**src/rtl/axi_mem_word_stream_rd.sv**
```systemverilog
// Burst-to-stream reader: turns (word address, word count) into sequential single-word
// rd_req/rd_gnt reads and streams the returned words out through a small FWFT FIFO.
module axi_mem_word_stream_rd #(
  parameter int AXI4_ADDR_WIDTH = 32,
  parameter int AXI4_DATA_WIDTH = 32,
  parameter int LEN_WIDTH       = 16,
  parameter int FIFO_DEPTH      = 4
) (
  input  logic                       ACLK,
  input  logic                       ARESETn,
  input  logic                       start_i,
  input  logic [AXI4_ADDR_WIDTH-3:0] start_word_addr_i,
  input  logic [LEN_WIDTH-1:0]       len_words_i,
  output logic                       busy_o,
  output logic                       done_o,
  output logic                       rd_req_o,
  output logic [AXI4_ADDR_WIDTH-3:0] rd_word_addr_o,
  input  logic [AXI4_DATA_WIDTH-1:0] rd_data_i,
  input  logic                       rd_gnt_i,
  output logic [AXI4_DATA_WIDTH-1:0] data_o,
  output logic                       valid_o,
  input  logic                       ready_i,
  output logic [1:0]                 state_o
);

  localparam int WA = AXI4_ADDR_WIDTH - 2;
  localparam int PW = (FIFO_DEPTH > 1) ? $clog2(FIFO_DEPTH) : 1;
  localparam int CW = PW + 1;

  typedef enum logic [1:0] {
    S_IDLE  = 2'd0,
    S_REQ   = 2'd1,
    S_DRAIN = 2'd2
  } state_t;

  state_t                     state_q, state_d;
  logic                       done_q, done_d;
  logic [WA-1:0]              addr_q;
  logic [LEN_WIDTH-1:0]       rem_q;
  logic [AXI4_DATA_WIDTH-1:0] mem [FIFO_DEPTH];
  logic [PW-1:0]              wr_ptr, rd_ptr;
  logic [CW-1:0]              count_q;
  logic                       push, pop, accept;

  // Stream handshake: a beat transfers on a rising edge where valid_o and ready_i are both 1;
  // the downstream read transfers where rd_req_o and rd_gnt_i are both 1. rd_req_o comes only
  // from registers, so once raised it holds with a stable address until granted.
  assign rd_req_o       = (state_q == S_REQ) && (rem_q != '0) && (count_q < CW'(FIFO_DEPTH));
  assign push           = rd_req_o & rd_gnt_i;
  assign valid_o        = (count_q != '0);
  assign pop            = valid_o & ready_i;
  assign data_o         = mem[rd_ptr];
  assign rd_word_addr_o = addr_q;
  assign busy_o         = (state_q != S_IDLE);
  assign done_o         = done_q;
  assign state_o        = state_q;
  assign accept         = (state_q == S_IDLE) && start_i && (len_words_i != '0);

  always_comb begin
    state_d = state_q;
    done_d  = 1'b0;
    case (state_q)
      S_IDLE: begin
        if (start_i) begin
          if (len_words_i != '0) state_d = S_REQ;
          else                   done_d  = 1'b1;
        end
      end
      S_REQ: begin
        if (push && (rem_q == LEN_WIDTH'(1))) state_d = S_DRAIN;
      end
      S_DRAIN: begin
        // Leave once the FIFO is empty, counting a pop in this very cycle.
        if ((count_q == '0) || ((count_q == CW'(1)) && pop)) begin
          state_d = S_IDLE;
          done_d  = 1'b1;
        end
      end
      default: state_d = S_IDLE;
    endcase
  end

  always_ff @(posedge ACLK or negedge ARESETn) begin
    if (!ARESETn) begin
      state_q <= S_IDLE;
      done_q  <= 1'b0;
      addr_q  <= '0;
      rem_q   <= '0;
    end else begin
      state_q <= state_d;
      done_q  <= done_d;
      if (accept) begin
        addr_q <= start_word_addr_i;
        rem_q  <= len_words_i;
      end else if (push) begin
        addr_q <= addr_q + WA'(1);
        rem_q  <= rem_q - LEN_WIDTH'(1);
      end
    end
  end

  always_ff @(posedge ACLK or negedge ARESETn) begin
    if (!ARESETn) begin
      for (int i = 0; i < FIFO_DEPTH; i++) mem[i] <= '0;
      wr_ptr  <= '0;
      rd_ptr  <= '0;
      count_q <= '0;
    end else begin
      if (push) begin
        mem[wr_ptr] <= rd_data_i;
        wr_ptr      <= wr_ptr + PW'(1);
      end
      if (pop) rd_ptr <= rd_ptr + PW'(1);
      case ({push, pop})
        2'b10:   count_q <= count_q + CW'(1);
        2'b01:   count_q <= count_q - CW'(1);
        default: count_q <= count_q;
      endcase
    end
  end

endmodule

```
**config.mk**
```make
export PLATFORM = sky130hd
export DESIGN_NAME = axi_mem_word_stream_rd
export DESIGN_NICKNAME = d
export VERILOG_FILES = /design/src/rtl/axi_mem_word_stream_rd.sv
export SDC_FILE = /design/constraint.sdc
export NUM_CORES = 1
export LEC_CHECK = 0
export ABC_AREA = 1
export CORE_MARGIN = 5
export CORE_UTILIZATION = 55
export CTS_BUF_LIST = sky130_fd_sc_hd__clkbuf_16
export CTS_CLUSTER_SIZE = 40
export DETAILED_ROUTE_END_ITERATION = 7
export PLACE_DENSITY = 0.81
export SYNTH_ARGS = -nofsm -noshare
export SYNTH_HDL_FRONTEND = slang
export SYNTH_SLANG_ARGS = --single-unit
```
**constraint.sdc**
```tcl
create_clock -name ACLK -period 2.55 [get_ports ACLK]
set_input_delay 0.255 -clock ACLK [delete_from_list [all_inputs] [get_ports ACLK]]
set_output_delay 0.255 -clock ACLK [all_outputs]
set_load 0.05 [all_outputs]
```
==> results.ini, run 1 <==
[outcome]
status = complete, no violations

[pwr]
power_density_nw_per_um2 = 1350
power.share.switching = 0.499
power.switching_mw = 8.19
p_leak_nw = 5.70
power_frac_comb = 0.535
peakVddDrop_mv = 1.00
p_seq_frac = 0.304
p_total_mw = 16.4
clkPwrFrac = 0.162
internal_power_mw = 8.22

[critical_path]
startpoint_type = register
slowest_delay_ns = 0.82
worst-path-max-fanout = 4
path_cells = inv_1 > ha_1 > nand2_1 > clkdlybuf4s50_1
slowest_stage = clkdlybuf4s50_1
cp-end-kind = output pin
cp.arrival_ns = 2.06
reg2reg_slack_ns = 0.28
crit_required_ns = 2.30
critPathKind = reg -> out

[finish]
multi_input_area_um2 = 4800
final_util = 0.673
syn_to_final_growth_pct = 20.0
diodes = 0
finalNonFillerCells = 1693
nNetsFinal = 1547
layout.area.seq_um2 = 4610
drive_gt1_frac = 0.0840
fillerInstances = 1533

[floorplanning]
core-area_um2 = 18000
start_util = 0.561
num_io_pins = 151
placementRows = 49
die_h_um = 146
die_w_um = 146
floorplan.die_area_um2 = 21200

[sta]
period_share = 0.909
setup_tns_ns = 0
slew_violations = 0
worst_slew_pin_slew_ns = 0.731
relSlewSlack = 0.512
hold_viol = 0
finalSetupViolations = 0
min_period_ns = 2.32
rsz0062_at_grt = false
fmax_mhz = 432
hold_slack_ns = 0.338
skew_ns = 0.0160

[clocking]
cts_tree = yes
cts-root-buf = clkbuf_16
cts_sinks = 184
clock_path_buffers = 2
clk_pin_slew_ns = 0.07
clkLatencyLatePin_ns = 0.44
cts_max_level = 4
numCtsBuffers = 17

[yosys]
synth_adder_area_share = 0.0161
synth-xor-area-share = 0.0251
synth_cell_types = 39
synth_compound_area_frac = 0.134
netlist_instances = 1335
avgSynthCellArea_um2 = 7.57
synth_top_family_by_area = simple AND/OR/NAND/NOR gates
synthMuxAreaShare = 0
syn_nets = 1431
ys_async_sr_fraction = 1.00
ys.flop_type = dfrtp_1
synth_edf_count = 0
yosys.area_share.simple = 0.299
ys_seq_area_frac = 0.455
yosysWarnings = 0
synth-seq-cells = 184
synth_area_um2 = 10100

[route]
met2_length_mm = 13.6
met1Wirelength_mm = 11.7
top_layer = met4
drc_errors = 0
firstDrtPassIters = 5
num_vias = 9440
vias_per_cell = 5.58
antenna_left = 0
met3WireLength_mm = 2.35
drtIter0Drc = 681
wl_per_cell_um = 16.7
routed_wl_mm = 28.2

[global_routing]
grt_use_total = 0.264
grt_pass1_wl_mm = 46.4
grt_max_degree = 84
antenna_found_initial = 0
grt_pass1_vias = 9194
gr-total-overflow = 0

[run]
max-cap-violations = 0

[place]
dp_cells = 1660
port_buffers = 150
place.detailed.hpwl_mm = 18.2
gp_congestion = 0.949

[hold_path]
hold_class = in -> async

-- timing repair --
item	4_1_cts	5_1_grt
hold endpoints to repair	47	0
setup buffers	0	0
hold buffers	1	0
setup endpoints to repair	0	1
gates resized for setup	0	1
-- worst paths after layout --
kind                                         from                             to  depth (start not counted)
min                                       ARESETn           mem[103]$_DFFE_PN0P_                          2
max reg2reg                  rem_q[0]$_DFFE_PN0P_            mem[95]$_DFFE_PN0P_                         10
max in group asynchronous                 ARESETn          rd_ptr[0]$_DFFE_PN0P_                          3
min reg2reg                   mem[36]$_DFFE_PN0P_            mem[36]$_DFFE_PN0P_                          2
max                        count_q[0]$_DFFE_PN0P_                        valid_o                          4
min in group ACLK            start_word_addr_i[0]  rd_word_addr_o[0]$_DFFE_PN0P_                          3
-- cell families after synthesis --
| family | after synthesis |
|---|---|
| AO/OA/AOI/OAI | 256 |
| XOR/XNOR | 29 |
| adder cells (fa/ha/maj) | 13 |
| buffers and inverters | 123 |
| flip-flops | 184 |
| AND/OR/NAND/NOR | 730 |
-- placed cells by master (no fill, tap or decap), types with 5 or more instances in the layout --
cell / count
buf_12: 6
buf_4: 47
clkbuf_16: 17
clkdlybuf4s50_1: 116
dfrtp_1: 183
ha_1: 13
inv_1: 44
inv_6: 5
nand2_1: 475
nand2_2: 5
nand3_1: 47
nand3b_1: 8
nor2_1: 163
nor2_2: 5
o21ai_0: 208
o22ai_1: 36
or2_2: 7
xnor2_1: 10
xor2_1: 19
-- per-layer routing --
metal | track usage | up-vias
met2 | 0.435 | 387
met5 | 0 | -
met3 | 0.0579 | 43
met4 | 0.0877 | 0
met1 | 0.348 | 4471
li1 | - | 4539
-- power groups by stage --
stage / clock (mW) / sequential, mW / combinational (mW)
after floorplan: 0 / 5.31 / 5.80
after global placement: 0 / 4.96 / 8.57
after detailed placement: 0 / 5.01 / 8.73
after CTS: 2.68 / 4.97 / 8.78
after global routing: 2.80 / 5.15 / 9.52
final: 2.65 / 4.99 / 8.77
-- flip-flops by register name, indices dropped and copies added (netlist names) --
name / flops
count_q: 3
done_o: 1
mem: 128
rd_ptr: 2
rd_word_addr_o: 30
rem_q: 16
state_o: 2
wr_ptr: 2
-- synth_stat cells (5+ instances only) --
master      n  area, um2
buf_2      21        105
nand3_1    47        235
ha_1       13        163
or2_2       7       43.8
nand2_2     5       31.3
xnor2_1    10       87.6
buf_4       8       60.1
nand2_1   475       1780
inv_1      45        169
clkbuf_1   26       97.6
o21ai_0   208       1040
buf_8       6       90.1
nand3b_1    8       60.1
nor2_1    163        612
nor2_2      5       31.3
buf_6      13        146
xor2_1     19        166
dfrtp_1   184       4600
o22ai_1    36        225
-- critical path, delay by kind of cell (launching register included) --
family	cells	cell delay, ns
buffers and inverters	2	0.91
DFF	1	0.42
adders and majority gates	1	0.20
and+or+nand+nor	1	0.11
-- final cells by class --
type	instances	area share
Clock inverter	15	0.0134
Clock buffer	17	0.0351
Tap cell	229	0.0236
Sequential cell	184	0.379
Inverter	48	0.0157
Multi-Input combinational cell	1028	0.395
Timing Repair Buffer	172	0.137
-- per-stage QoR --
step           instance area (um2)  setup slack (ns)
6_report                     12100             0.233
4_1_cts                      12100            0.0299
3_3_place_gp                 11500             0.376
3_5_place_dp                 11500             0.318
5_1_grt                      12100             0.122
2_1_floorplan                10100             0.322
Note: power is estimated with default switching activity, not from simulation.
==> run 2, diff against run 1 <==
Settings changed: CORE_UTILIZATION 55 to 28, PLACE_DENSITY 0.81 to not set.
==> run 2 against run 1 <==
  * Power increased by 9.9%
  * Via count fell by 1.5%
  * Setup slack lost 0.018 ns
  * Sequential share of layout area fell by 2.1 points
  * Sequential power hardly changed
  * Core utilization fell by 31 points
  * Critical path depth increased by 1
  * Count of clock-buffer cells in the layout stayed put
  * Non-clock buffer count is 2 lower
  * First-iteration DRC count grew 9.7%
  * Clock skew down 0.0034 ns
  * Sequential cell count unchanged
  * Largest power group unchanged
==> results.ini, run 2 (synthesis gave the netlist of run 1 again) <==
[outcome]
status = complete, no violations  ; unchanged

[finish]
final_cell_mix = 475 x nand2_1, 208 x o21ai_0, 183 x dfrtp_1, 163 x nor2_1, 116 x clkdlybuf4s50_1  ; unchanged
finalNonFillerCells = 1922  ; was 1693
fillerInstances = 3709  ; was 1533
largest_reg_flops = 128  ; unchanged
syn_to_final_growth_pct = 27.0  ; was 20.0%
diodes = 0  ; unchanged
multi_input_area_um2 = 4800  ; unchanged
drive_gt1_frac = 0.0828  ; was 0.0840
nNetsFinal = 1545  ; was 1547
regMostFlops = mem  ; unchanged
layout.area.seq_um2 = 4610  ; unchanged
final_common_cell = nand2_1  ; unchanged

[place]
dp_cells = 1890  ; was 1660
gp_congestion = 0.843  ; was 0.949
place.detailed.hpwl_mm = 20.4  ; was 18.2 mm
port_buffers = 150  ; unchanged

[hold_path]
hold_class = in -> async  ; unchanged

[pwr]
peakVddDrop_mv = 0.638  ; was 1.00 mV
power_density_nw_per_um2 = 1400  ; was 1350 nW/um2
p_leak_nw = 5.85  ; was 5.70 nW
p_total_mw = 18.0  ; was 16.4 mW

[route]
num_vias = 9300  ; was 9440
routed_wl_mm = 31.0  ; was 28.2 mm
firstDrtPassIters = 5  ; unchanged
antenna_left = 0  ; unchanged
drtIter0Drc = 747  ; was 681
wl_per_cell_um = 16.1  ; was 16.7 um
drc_errors = 0  ; unchanged
vias_per_cell = 4.84  ; was 5.58

[sta]
fmax_mhz = 428  ; was 432 MHz
period_share = 0.916  ; was 0.909
skew_ns = 0.0126  ; was 0.0160 ns
finalSetupViolations = 0  ; unchanged
min_period_ns = 2.34  ; was 2.32 ns
hold_viol = 0  ; unchanged
hold_slack_ns = 0.354  ; was 0.338 ns
setup_tns_ns = 0  ; unchanged
slew_violations = 0  ; unchanged
rsz0062_at_grt = false  ; unchanged
worst_slew_pin_slew_ns = 0.738  ; was 0.731 ns
relSlewSlack = 0.508  ; was 0.512

[floorplanning]
die_w_um = 200  ; was 146 um
core-area_um2 = 35700  ; was 18000 um2
die_h_um = 200  ; was 146 um
placementRows = 69  ; was 49
num_io_pins = 151  ; unchanged
floorplan.die_area_um2 = 40000  ; was 21200 um2
start_util = 0.284  ; was 0.561

[critical_path]
cp-end-kind = output pin  ; unchanged
slowest_stage = dfrtp_2  ; was clkdlybuf4s50_1
slowest_delay_ns = 0.38  ; was 0.82 ns
path_buf_inv = 3  ; was 2
critPathKind = reg -> out  ; unchanged
cp_top_family = buffers and inverters  ; unchanged
path_cells = clkinv_2 > buf_4 > o21ai_0 > o22ai_1 > buf_12  ; was inv_1 > ha_1 > nand2_1 > clkdlybuf4s50_1
worst-path-max-fanout = 27  ; was 4
cp.arrival_ns = 2.08  ; was 2.06 ns
crit_required_ns = 2.30  ; about the same
startpoint_type = register  ; unchanged

[clocking]
cts_tree = yes  ; unchanged
numCtsBuffers = 17  ; unchanged
clk_pin_slew_ns = 0.07  ; about the same
clock_path_buffers = 2  ; unchanged
cts_max_level = 4  ; unchanged
cts_sinks = 184  ; unchanged
post_cts_buffers = 0  ; unchanged
cts-root-buf = clkbuf_16  ; unchanged
clkLatencyLatePin_ns = 0.44  ; about the same

[global_routing]
grt_pass1_wl_mm = 50.4  ; was 46.4 mm
gr-total-overflow = 0  ; unchanged
grt_pass1_vias = 9287  ; was 9194
antenna_found_initial = 0  ; unchanged
grt_use_total = 0.158  ; was 0.264
grt_max_degree = 85  ; was 84

[run]
max-cap-violations = 0  ; unchanged

==> run 2: changes by cell type in the layout (fill, tap and decap cells not counted), sizes merged <==
cell	delta
clkinv	+1
bufinv	+2
inv	-2
clkinvlp	-2
buf	-2
==> run 2: layout make-up <==
class | count | share of cell area
tap | 461 | 0.0449
clock inverter | 14 | 0.0147
clock buffer | 17 | 0.0331
inverter | 48 | 0.0149
multi-input combinational | 1028 | 0.374
sequential | 184 | 0.359
timing repair buffer | 170 | 0.160
==> run 2: worst register-to-register path: stages (launching register included) <==
cell     delay [ns]
dfrtp_1        0.40
inv_1          0.12
ha_1           0.16
nand2_1        0.05
nor2_1         0.14
nand2_2        0.10
nand3_4        0.13
buf_4          0.59
o21ai_0        0.27
nand2_1        0.10
==> run 2: final timing paths <==
path                       depth (start not counted)                             end  slack, ns             startpoint
setup / recovery                                   5                      data_o[24]       0.21  rd_ptr[0]$_DFFE_PN0P_
min in group ACLK                                  3   rd_word_addr_o[0]$_DFFE_PN0P_       0.38   start_word_addr_i[0]
setup reg to reg                                   9             mem[82]$_DFFE_PN0P_       0.42   rem_q[0]$_DFFE_PN0P_
hold / removal                                     2  rd_word_addr_o[20]$_DFFE_PN0P_       0.35                ARESETn
hold reg to reg                                    2             mem[50]$_DFFE_PN0P_       0.49    mem[50]$_DFFE_PN0P_
max in group asynchronous                          3             mem[71]$_DFFE_PN0P_       1.47                ARESETn
==> run 2: per-stage QoR <==
step	setup slack [ns]	cell area [um2]	util
after floorplan	0.322	10100	-
after global placement	0.397	12200	0.342
after detailed placement	0.341	12200	0.342
after CTS	0.0175	12800	0.360
after global routing	0.0454	12800	0.360
final	0.215	12800	0.360
==> run 2: power breakdown <==
| group | leakage, nW | switching (mW) | internal [mW] | total, mW |
|---|---|---|---|---|
| Clock | 0.297 | 1.27 | 1.57 | 2.84 |
| Combinational | 3.23 | 6.40 | 3.82 | 10.2 |
| Sequential | 2.32 | 0.839 | 4.13 | 4.97 |
==> run 2: repair_timing <==
action                                  4_1_cts  5_1_grt
endpoints found under the setup margin        0        7
hold endpoints to repair                     55        0
hold buffers                                  1        0
resized for setup                             0        3
==> run 2: per-layer routing <==
metal	track usage	up-vias	wire (um)
met5	0	-	0
met4	0.0420	0	439
met3	0.0388	32	1990
met2	0.251	302	14100
met1	0.217	4443	14500
li1	-	4523	-
==> run 3, diff against run 2 <==
Settings changed: CAP_MARGIN set to 10.
==> results of run 3 <==
The final DEF is identical to that of run 2; final timing and power are the same.
